[src/rtl/biu_pkg.sv]
// Shared LSU<->BIU packet layout, state encoding and store lane helpers.
// The packet macros live here so every file compiled after this one sees them.
`ifndef BIU_PKT_DEFINES
`define BIU_PKT_DEFINES
`define PKT_DATA       63:0
`define PKT_ADDR       95:64
`define PKT_ADDR_W     32
`define PKT_TYPE       97:96
`define PKT_LAST       98
`define PKT_SIZE       101:99
`define PKT_VLD        102
`define PKT_BITS       103
`define PKT_TYPE_LOAD  2'b01
`define PKT_TYPE_STORE 2'b10
`define REQ_SZ_BYTE    3'd0
`define REQ_SZ_WORD    3'd1
`define REQ_SZ_LWRD    3'd2
`define REQ_SZ_QWRD    3'd3
`define REQ_SZ_LINE    3'd4
`endif

package biu_pkg;

  typedef enum logic [1:0] {
    ST_IDLE,
    ST_MREQ,
    ST_MWAIT,
    ST_SRSP
  } state_e;

  localparam int PKT_W       = `PKT_BITS;
  localparam int PKT_VLD_BIT = `PKT_VLD;

  localparam logic [1:0] TYPE_LOAD  = `PKT_TYPE_LOAD;
  localparam logic [1:0] TYPE_STORE = `PKT_TYPE_STORE;

  localparam logic [2:0] SZ_BYTE = `REQ_SZ_BYTE;
  localparam logic [2:0] SZ_WORD = `REQ_SZ_WORD;
  localparam logic [2:0] SZ_LWRD = `REQ_SZ_LWRD;
  localparam logic [2:0] SZ_QWRD = `REQ_SZ_QWRD;
  localparam logic [2:0] SZ_LINE = `REQ_SZ_LINE;

  // A single-beat line still needs a one-bit counter to exist.
  function automatic int beat_cnt_w(input int beats);
    return (beats > 1) ? $clog2(beats) : 1;
  endfunction

  function automatic logic [7:0] size_to_be(input logic [2:0] size, input logic [2:0] off);
    logic [7:0] mask;
    case (size)
      SZ_BYTE: mask = 8'h01;
      SZ_WORD: mask = 8'h03;
      SZ_LWRD: mask = 8'h0F;
      default: mask = 8'hFF;
    endcase
    return mask << off;
  endfunction

endpackage

[src/rtl/biu_lsu_resp.sv]
// BIU responder for LSU request packets: runs each request on a single-outstanding
// memory port and returns line-fill, uncached-load and store-completion packets.
module biu_lsu_resp
  import biu_pkg::*;
#(
  parameter int LINE_BEATS = 2,
  parameter int PA_W       = 32
) (
  input  logic                 clk,
  input  logic                 reset,
  input  logic [`PKT_BITS-1:0] lsu_req_pkt_xx,
  output logic                 lsu_req_ack_xx,
  output logic [`PKT_BITS-1:0] biu_resp_pkt_xx,
  output logic                 mem_req,
  output logic                 mem_we,
  output logic [PA_W-1:0]      mem_addr,
  output logic [63:0]          mem_wdata,
  output logic [7:0]           mem_be,
  input  logic                 mem_gnt,
  input  logic                 mem_rvalid,
  input  logic [63:0]          mem_rdata
);

  localparam int              CNT_W         = beat_cnt_w(LINE_BEATS);
  localparam logic [CNT_W-1:0] LAST_BEAT    = CNT_W'(LINE_BEATS - 1);
  localparam logic [PA_W-1:0] LINE_OFS_MASK = PA_W'(LINE_BEATS * 8 - 1);

  state_e               state_q, state_d;
  logic                 is_store_q, is_store_d;
  logic                 is_line_q, is_line_d;
  logic [PA_W-1:0]      req_addr_q, req_addr_d;
  logic [CNT_W-1:0]     beat_q, beat_d;
  logic                 mem_req_q, mem_req_d;
  logic                 mem_we_q, mem_we_d;
  logic [PA_W-1:0]      mem_addr_q, mem_addr_d;
  logic [63:0]          mem_wdata_q, mem_wdata_d;
  logic [7:0]           mem_be_q, mem_be_d;
  logic [`PKT_BITS-1:0] resp_q, resp_d;

  logic [PA_W-1:0] pkt_addr;
  logic [1:0]      pkt_type;
  logic [2:0]      pkt_size;
  logic [63:0]     pkt_data;
  logic            pkt_is_load;
  logic            pkt_is_store;
  logic            unused_req_last;

  assign pkt_addr        = PA_W'(lsu_req_pkt_xx[`PKT_ADDR]);
  assign pkt_type        = lsu_req_pkt_xx[`PKT_TYPE];
  assign pkt_size        = lsu_req_pkt_xx[`PKT_SIZE];
  assign pkt_data        = lsu_req_pkt_xx[`PKT_DATA];
  assign pkt_is_load     = (pkt_type == TYPE_LOAD);
  assign pkt_is_store    = (pkt_type == TYPE_STORE);
  assign unused_req_last = lsu_req_pkt_xx[`PKT_LAST];

  // Unacked requests are simply lost, so ack must be exact in the request cycle.
  assign lsu_req_ack_xx = lsu_req_pkt_xx[`PKT_VLD] & (pkt_is_load | pkt_is_store) &
                          (state_q == ST_IDLE) & ~reset;

  always_comb begin
    state_d     = state_q;
    is_store_d  = is_store_q;
    is_line_d   = is_line_q;
    req_addr_d  = req_addr_q;
    beat_d      = beat_q;
    mem_req_d   = mem_req_q;
    mem_we_d    = mem_we_q;
    mem_addr_d  = mem_addr_q;
    mem_wdata_d = mem_wdata_q;
    mem_be_d    = mem_be_q;
    resp_d      = '0;

    case (state_q)
      ST_IDLE: begin
        if (lsu_req_ack_xx) begin
          state_d     = ST_MREQ;
          is_store_d  = pkt_is_store;
          is_line_d   = pkt_is_load && (pkt_size == SZ_LINE);
          req_addr_d  = pkt_addr;
          beat_d      = '0;
          mem_req_d   = 1'b1;
          mem_we_d    = pkt_is_store;
          mem_addr_d  = (pkt_is_load && (pkt_size == SZ_LINE)) ? (pkt_addr & ~LINE_OFS_MASK)
                                                               : {pkt_addr[PA_W-1:3], 3'b000};
          mem_wdata_d = pkt_is_store ? (pkt_data << {pkt_addr[2:0], 3'b000}) : 64'h0;
          mem_be_d    = pkt_is_store ? size_to_be(pkt_size, pkt_addr[2:0]) : 8'h00;
        end
      end
      ST_MREQ: begin
        if (mem_gnt) begin
          mem_req_d = 1'b0;
          if (is_store_q) begin
            state_d                = ST_SRSP;
            resp_d[`PKT_VLD]       = 1'b1;
            resp_d[`PKT_TYPE]      = TYPE_STORE;
            resp_d[`PKT_LAST]      = 1'b1;
            resp_d[`PKT_ADDR]      = `PKT_ADDR_W'(req_addr_q);
          end else begin
            state_d = ST_MWAIT;
          end
        end
      end
      ST_MWAIT: begin
        if (mem_rvalid) begin
          resp_d[`PKT_VLD]  = 1'b1;
          resp_d[`PKT_TYPE] = TYPE_LOAD;
          resp_d[`PKT_LAST] = is_line_q ? (beat_q == LAST_BEAT) : 1'b1;
          resp_d[`PKT_ADDR] = `PKT_ADDR_W'(is_line_q ? mem_addr_q : req_addr_q);
          resp_d[`PKT_DATA] = mem_rdata;
          // Line beats are fetched in ascending order from the aligned base.
          if (is_line_q && (beat_q != LAST_BEAT)) begin
            state_d    = ST_MREQ;
            beat_d     = beat_q + CNT_W'(1);
            mem_req_d  = 1'b1;
            mem_addr_d = mem_addr_q + PA_W'(8);
          end else begin
            state_d = ST_IDLE;
          end
        end
      end
      ST_SRSP: begin
        state_d = ST_IDLE;
      end
      default: begin
        state_d = ST_IDLE;
      end
    endcase
  end

  always_ff @(posedge clk) begin
    if (reset) begin
      state_q     <= ST_IDLE;
      is_store_q  <= 1'b0;
      is_line_q   <= 1'b0;
      req_addr_q  <= '0;
      beat_q      <= '0;
      mem_req_q   <= 1'b0;
      mem_we_q    <= 1'b0;
      mem_addr_q  <= '0;
      mem_wdata_q <= '0;
      mem_be_q    <= '0;
      resp_q      <= '0;
    end else begin
      state_q     <= state_d;
      is_store_q  <= is_store_d;
      is_line_q   <= is_line_d;
      req_addr_q  <= req_addr_d;
      beat_q      <= beat_d;
      mem_req_q   <= mem_req_d;
      mem_we_q    <= mem_we_d;
      mem_addr_q  <= mem_addr_d;
      mem_wdata_q <= mem_wdata_d;
      mem_be_q    <= mem_be_d;
      resp_q      <= resp_d;
    end
  end

  assign biu_resp_pkt_xx = resp_q;
  assign mem_req         = mem_req_q;
  assign mem_we          = mem_we_q;
  assign mem_addr        = mem_addr_q;
  assign mem_wdata       = mem_wdata_q;
  assign mem_be          = mem_be_q;

endmodule

[config.mk]
export PLATFORM = sky130hd
export DESIGN_NAME = biu_lsu_resp
export DESIGN_NICKNAME = d
export VERILOG_FILES = /design/src/rtl/biu_pkg.sv /design/src/rtl/biu_lsu_resp.sv
export SDC_FILE = /design/constraint.sdc
export NUM_CORES = 1
export LEC_CHECK = 0
export ABC_AREA = 1
export CAP_MARGIN = 40
export CORE_MARGIN = 8
export CORE_UTILIZATION = 32
export CTS_CLUSTER_DIAMETER = 150
export DETAILED_ROUTE_END_ITERATION = 8
export PLACE_DENSITY = 0.7
export SYNTH_ARGS = -nofsm -noshare
export SYNTH_HDL_FRONTEND = slang
export SYNTH_SLANG_ARGS = --single-unit
[constraint.sdc]
create_clock -name clk -period 3.1 [get_ports clk]
set_input_delay 0.31 -clock clk [delete_from_list [all_inputs] [get_ports clk]]
set_output_delay 0.31 -clock clk [all_outputs]
set_load 0.1 [all_outputs]
Word level (Yosys, flattened, before mapping)
Cells that the tools add are included.
{"block": "word_totals", "regBits": 245}
{"block": "classes", "n_addsub": 2, "n_eq_ne": 12, "shifts": 2, "mux": 35, "bitwise": 8, "n_reduce_logical": 11}
{"cell": "$mux W32", "n": 4}
{"cell": "$mux W99", "n": 1}
{"cell": "$mux W35", "n": 2}
{"cell": "$pmux W35 S2", "n": 1}
{"cell": "$mux W64", "n": 1}
{"cell": "$pmux W32 S2", "n": 1}
{"cell": "$shl A64 B6 Y64", "n": 1}
{"cell": "$add A32 B4 Y32 const B", "n": 1}
{"cell": "$mux W8", "n": 3}
{"cell": "$pmux W8 S3", "n": 1}
{"cell": "$mux W1", "n": 13}
{"cell": "$ne A2 B2 Y1 const B", "n": 4}
{"cell": "$pmux W2 S4", "n": 1}
{"cell": "$shl A8 B3 Y8", "n": 1}
{"cell": "$eq A2 B2 Y1 const B", "n": 3}
{"cell": "$mux W2", "n": 3}
{"cell": "$reduce_and A5 Y1", "n": 1}
{"cell": "$eq A2 B1 Y1 const B", "n": 2}
{"cell": "$mux W4", "n": 1}
{"cell": "$not A1 Y1", "n": 4}
{"cell": "$pmux W1 S2", "n": 2}
{"cell": "$reduce_and A4 Y1", "n": 1}
{"cell": "$and A1 B1 Y1", "n": 3}
{"cell": "$eq A3 B1 Y1 const B", "n": 1}
{"cell": "other kinds (13)", "n": 14}

Depth between registers and ports, before layout
{"block": "depth", "depth_word": 9, "depth_mapped": 13}

Least setup slack after synthesis
Ideal clock, no wire load.
{"block": "synth_timing", "path_type": "reg2reg", "from": "reg mem_addr_q[4] (netlist: mem_addr[4])", "to": "reg mem_addr_q[21] (netlist: mem_addr[21])", "arrival_time_ns": 2.183, "t_required_ns": 2.968, "path_slack_ns": 0.784, "path_stages_with_launch": 11, "synth_period_minus_slack_ns": 2.316, "cell_sequence": "dfxtp_1 -> ha_1 -> nand3_1 -> inv_1 -> nand2_1 -> inv_1 -> nand2_1 -> o21ai_0 -> nand2_1 -> nand2_1 -> a21oi_1"}
{"block": "synth_between", "elab_chain_cells": 4}
{"element": "start: declaration", "line_no": "biu_lsu_resp.sv:35", "text": "logic [PA_W-1:0] mem_addr_q, mem_addr_d;"}
{"element": "start signal: assignment", "line_no": "biu_lsu_resp.sv:151", "text": "mem_addr_q <= mem_addr_d;"}
{"element": "$add A32 B4 Y32", "line_no": "biu_lsu_resp.sv:115", "text": "mem_addr_d = mem_addr_q + PA_W'(8);"}
{"element": "$mux W32", "line_no": "biu_lsu_resp.sv:111", "text": "if (is_line_q && (beat_q != LAST_BEAT)) begin"}
{"element": "$mux W32", "line_no": "biu_lsu_resp.sv:104", "text": "if (mem_rvalid) begin"}
{"element": "$pmux W32 S2", "line_no": "biu_lsu_resp.sv:73", "text": "case (state_q)"}
Every way passes these cells. The select of a mux whose other input is x is not followed.
A chain may end at the register's enable or synchronous reset.

Worst setup path after layout
{"block": "layout_timing", "from": "reg state_q[0]", "to": "reg mem_addr_q[12] (netlist: mem_addr[12])"}
{"block": "layout_between", "elab_chain_cells": 5, "word_cells_on_any_way": 10, "cone_classes": "eq/ne (4); mux (1); bitwise (2); reduce/logical (3)"}
{"element": "start: declaration", "line_no": "biu_lsu_resp.sv:28", "text": "state_e state_q, state_d;"}
{"element": "start signal: assignment", "line_no": "biu_lsu_resp.sv:144", "text": "state_q <= state_d;"}
{"element": "$logic_not A2 Y1", "line_no": "biu_lsu_resp.sv:58, biu_lsu_resp.sv:73"}
{"element": "$and A1 B1 Y1 (2 in series)", "line_no": "biu_lsu_resp.sv:57", "text": "assign lsu_req_ack_xx = lsu_req_pkt_xx[`PKT_VLD] & (pkt_is_load | pkt_is_store) &"}
{"element": "$ne A2 B2 Y1 (no line)"}
{"element": "$reduce_and A4 Y1 (no line)"}
Parallel ways exist; a longest one is shown, timed or not.

==> results.py <==
metrics = {
    "grt": {
        "antenna_found_initial": 5,
        "grt_use_total_pct": 20.07,
        "grt_max_degree": 92,
        "grt_pass1_wl_mm": 66.99,
        "grt_pass1_vias": 12120,
        "grt-ovfl-total": 0,
    },
    "outcome": {
        "status": "complete, no violations",
    },
    "sta": {
        "max_freq_ghz": 0.4247,
        "holdWs_ns": 0.1994,
        "max-slew-margin-rel_pct": 49.25,
        "rsz0062_at_grt": "no",
        "fin_worst_skew_ns": 0.007105,
        "slew_viol_final": 0,
        "min_period_ns": 2.355,
        "finalSetupTns_ns": 0,
        "min_period_over_period_pct": 75.95,
        "setup_violations": 0,
        "hold_viol": 0,
        "setup_ws_ns": 0.7454,
        "worst_pin_slew_ns": 0.7613,
    },
    "routing": {
        "wl_per_cell_um": 16.99,
        "drc": 0,
        "wl_mm": 43.08,
        "ant_nets": 0,
        "vias_per_cell": 4.782,
        "num_vias": 12130,
        "drt-pass1-iter-count": 5,
        "drt_first_iter_violations": 787,
    },
    "synthesis": {
        "syn_area_sq_um": 11090,
        "yosys.area.top_type": "dfxtp_1",
        "ys_types": 39,
        "synthCells": 1620,
        "synth.top_cell.area_share_pct": 43.13,
        "ys_ff_latch": 239,
        "synth_area_per_cell_sq_um": 6.848,
        "yosysWarnings": 0,
        "synth_area_leaders": "dfxtp_1 (43%), nand2_1 (13%), inv_1 (7.0%)",
        "ys_seq_area_share_pct": 43.13,
    },
    "clock_tree": {
        "cts_tree": "yes",
        "cts_resized": 0,
        "hold_buffers": 0,
        "h-tree-depth": 1,
        "clk_latency_ns": 0.54,
        "clock_sinks": 239,
        "cts_buffer_depth": 3,
        "cts_setup_buffers": 0,
        "path_clk_slew_ns": 0.06,
        "cts_buffers": 27,
        "cts-root-buf": "clkbuf_16",
    },
    "layout": {
        "layout-drive-gt1-share_pct": 15.04,
        "num-nets-final": 2242,
        "final_util_pct": 52.65,
        "n_antenna_cell": 0,
        "final_common_cell": "nand2_1",
        "area_growth_pct": 63.13,
        "final_cell_mix": "nand2_1 (396), clkdlybuf4s50_1 (283), dfxtp_1 (238)",
    },
    "floorplanning": {
        "core-area_sq_um": 34370,
        "io_pins": 381,
        "start_util_pct": 32.28,
        "std_cell_rows": 68,
        "die_area_sq_um": 40880,
        "fp.dieH_um": 202.2,
        "die_x_um": 202.2,
    },
    "placement": {
        "dp_hpwl_mm": 32.95,
        "io_buffers": 373,
        "place_ws_ns": 0.5374,
        "gp_congestion": 0.9419,
    },
    "setup_path": {
        "start_kind": "flip-flop",
        "r2r_end": "mem_addr[12]",
        "critical_path_class": "flip-flop to flip-flop",
        "crit_path_end_kind": "flip-flop",
        "reg2reg_slack_ns": 0.75,
        "worstPathArrival_ns": 2.77,
        "crit-reg2reg-launch": "state_q[0]",
        "ff2ff_path_depth": 10,
        "path_max_fanout": 22,
        "cp.required_ns": 3.51,
    },
    "run": {
        "maxCapViolations": 0,
    },
    "power": {
        "vdd_drop_max_mv": 0.6072,
        "p_leak_nw": 7.740,
        "power_density_nw_per_um2": 639.2,
    },
    "min_path": {
        "hp-class": "input pin to flip-flop",
        "hold_path_end": "mem_addr[8]",
        "min_path_cells": 2,
        "worstHoldStart": "reset",
    },
}
==> registers in the layout, indices dropped and copies added, names as in the netlist, 2 cells and up <==
name and count:
mem_wdata 64, biu_resp_pkt_xx 100, mem_be 8, mem_addr 29
req_addr_q 32, state_q 2
==> per-layer routing <==
layer	part of all wire (%)	track usage [%]	routed length, um
met1	39	22.54	16610
met2	50	35.85	21660
met3	8.1	6.116	3498
met4	2.9	6.294	1255
met5	0.14	0	59
==> where the power goes <==
group	switching [W]	leakage [nW]	total [W]	internal (W)
combinational	0.00317	5.34	0.00445	0.00128
sequential	0.000388	1.93	0.00376	0.00337
clock	0.00131	0.464	0.00336	0.00205
==> worst max-delay path by stage <==
| stage | startpoint | end | slack [ns] | depth (start not counted) |
|---|---|---|---|---|
| 2_1_floorplan | mem_addr[4] | mem_addr[21] | 0.78 | 10 |
| 3_3_place_gp | lsu_req_pkt_xx[96] | mem_addr[12] | 0.59 | 11 |
| 3_5_place_dp | lsu_req_pkt_xx[96] | mem_addr[12] | 0.54 | 11 |
| 4_1_cts | state_q[0] | mem_addr[12] | 0.78 | 10 |
| 5_1_grt | state_q[0] | mem_addr[12] | 0.48 | 10 |
| 6_report | state_q[0] | mem_addr[12] | 0.75 | 10 |
==> cell families after synthesis <==
logic type | after synthesis | synth area share, %
simple gates | 727 | 26.82
buf+inv | 320 | 12.35
compound gates | 317 | 16.03
flops | 239 | 43.13
fa+ha+maj | 9 | 1.015
mux | 7 | 0.6316
other cells | 1 | 0.03380
==> critical path: stages (launching register included) <==
cell	delay, ns
dfxtp_1	0.42
inv_1	0.11
ha_2	0.23
inv_2	0.29
nor2_1	0.13
nor2_2	0.11
nand3_2	0.07
inv_1	0.50
o21ai_0	0.19
nand2_1	0.10
a21oi_1	0.06
==> through the flow <==
| stage | instance area, sq um | total power (W) | std cells |
|---|---|---|---|
| 2_1_floorplan | 11110 | 0.006986 | 1625 |
| 3_3_place_gp | 14850 | 0.007892 | 2371 |
| 3_5_place_dp | 17170 | 0.008249 | 2488 |
| 4_1_cts | 18100 | 0.01166 | 2536 |
| 5_1_grt | 18100 | 0.01215 | 2536 |
| 6_report | 18100 | 0.01157 | 2536 |
==> Yosys cell counts, drive strengths merged <==
cell	number
nand2	399
dfxtp	239
inv	215
nor2	212
a21oi	119
o21ai	115
nand3	97
buf	73
clkbuf	31
o211ai	31
o22ai	30
a22oi	13
nand4	11
ha	9
mux2i	7
a31oi	4
or2	4
nor3	3
a2bb2oi	2
a21boi	1
clkinv	1
conb	1
nand3b	1
o21a	1
o41ai	1
==> cell type report <==
class | instances | area [sq um]
fill | 3113 | 16270
timing repair buffer | 512 | 6038
multi-input combinational | 1066 | 4961
sequential | 239 | 4786
inverter | 216 | 810.8
clock buffer | 37 | 763.2
tap | 455 | 569.3
clock inverter | 11 | 170.2
No activity file was read; power rests on OpenSTA's default activity.
==> edit: new RTL, same settings <==
The parameter `PA_W` goes from 32 to 24.
--- a/src/rtl/biu_lsu_resp.sv
+++ b/src/rtl/biu_lsu_resp.sv
@@ -5,5 +5,5 @@
 #(
   parameter int LINE_BEATS = 2,
-  parameter int PA_W       = 32
+  parameter int PA_W       = 24
 ) (
   input  logic                 clk,
Ports: changed (resized mem_addr); port bits go from 381 to 373. The function was not compared with the original's and may differ.
==> edit against the unedited design <==
Sequential cell count is 24 lower; combinational power down 23%; wire length fell by 6.3%; setup slack got worse by 0.35 ns; clock skew is 0.0042 ns higher; sequential share of layout area increased by 0.70 points; final area decreased by 12%; largest cell class unchanged; power is 16% lower; via count fell by 12%; synthesized area shrank 11%.
==> edit: results (changes against the unedited design) <==
metric,value,unit,change
final wirelength,40.3,mm,-6.3%
Critical Path End,lsu_req_ack_xx,,
top post-synthesis cells by area,"dfxtp_1 (44%), nand2_1 (13%), inv_1 (7.0%), nor2_1 (6.6%), a21oi_1 (5.0%)",,
post-place setup slack,0.352,ns,-0.185 ns
post-route met1 wirelength,15.1,mm,-9.2%
status,"complete, no violations",,
fill count,2790,,-10%
post-synth cell types,42,,+7.7%
met1 Use GR,0.232,,+0.00708
Final #Nets,1985,,-11%
first-pass GRT wire length,60.4,mm,-9.9%
total track usage,0.209,,+0.00850
met3 global-route usage,0.0668,,+0.00560
Worst R2R Path Depth,12,,+2
DR vias,10600,,-12%
max reg flops,92,,-8.0%
metal2 WL,20.4,mm,-6.0%
Clock Skews,0.0113,ns,+0.00420 ns
WL met3,3.76,mm,+7.5%
Post-DP Area,15000,um^2,-12%
VDD IR max,0.000357,V,-41%
initial antenna violation count,3,,-2
met2 Resource Use GR,0.376,,+0.0173
Final HPWL DP,31.2,mm,-5.4%
"Seq/Total Area, Yosys",0.438,,+0.00645
Synth Area per Inst,6.99,um^2,+2.0%
slack of the critical path,0.399,ns,-0.347 ns
Iteration-0 DRC Markers,746,,-5.2%
-- edit: kinds of logic after synthesis --
group           count (synthesis)  share of synthesized area
xor+xnor                        1                   0.000891
mux                             8                    0.00814
simple gates                  609                      0.255
flops                         215                      0.438
fa+ha+maj                       9                     0.0115
other cells                     1                   0.000381
buf+inv                       288                      0.128
compound gates                276                      0.158
-- edit: area by class of cell --
cell class / instances / area [um^2] / area share
diodes: 2 / 5.00 / 0.000316
clock buffers: 36 / 717 / 0.0452
clock inverters: 9 / 109 / 0.00686
inverters: 190 / 723 / 0.0456
multi-input cells: 917 / 4330 / 0.273
flip-flops and latches: 215 / 4300 / 0.271
well taps: 396 / 495 / 0.0312
repair buffers: 456 / 5180 / 0.326
-- edit: power groups by stage --
stage | Clock [uW] | Combinational (uW) | Sequential (uW)
floorplan | 0 | 1090 | 4540
detailed placement | 0 | 3430 | 3310
CTS | 3060 | 3450 | 3250
global route | 3180 | 3640 | 3290
finish | 2980 | 3430 | 3260
global placement | 0 | 3120 | 3300
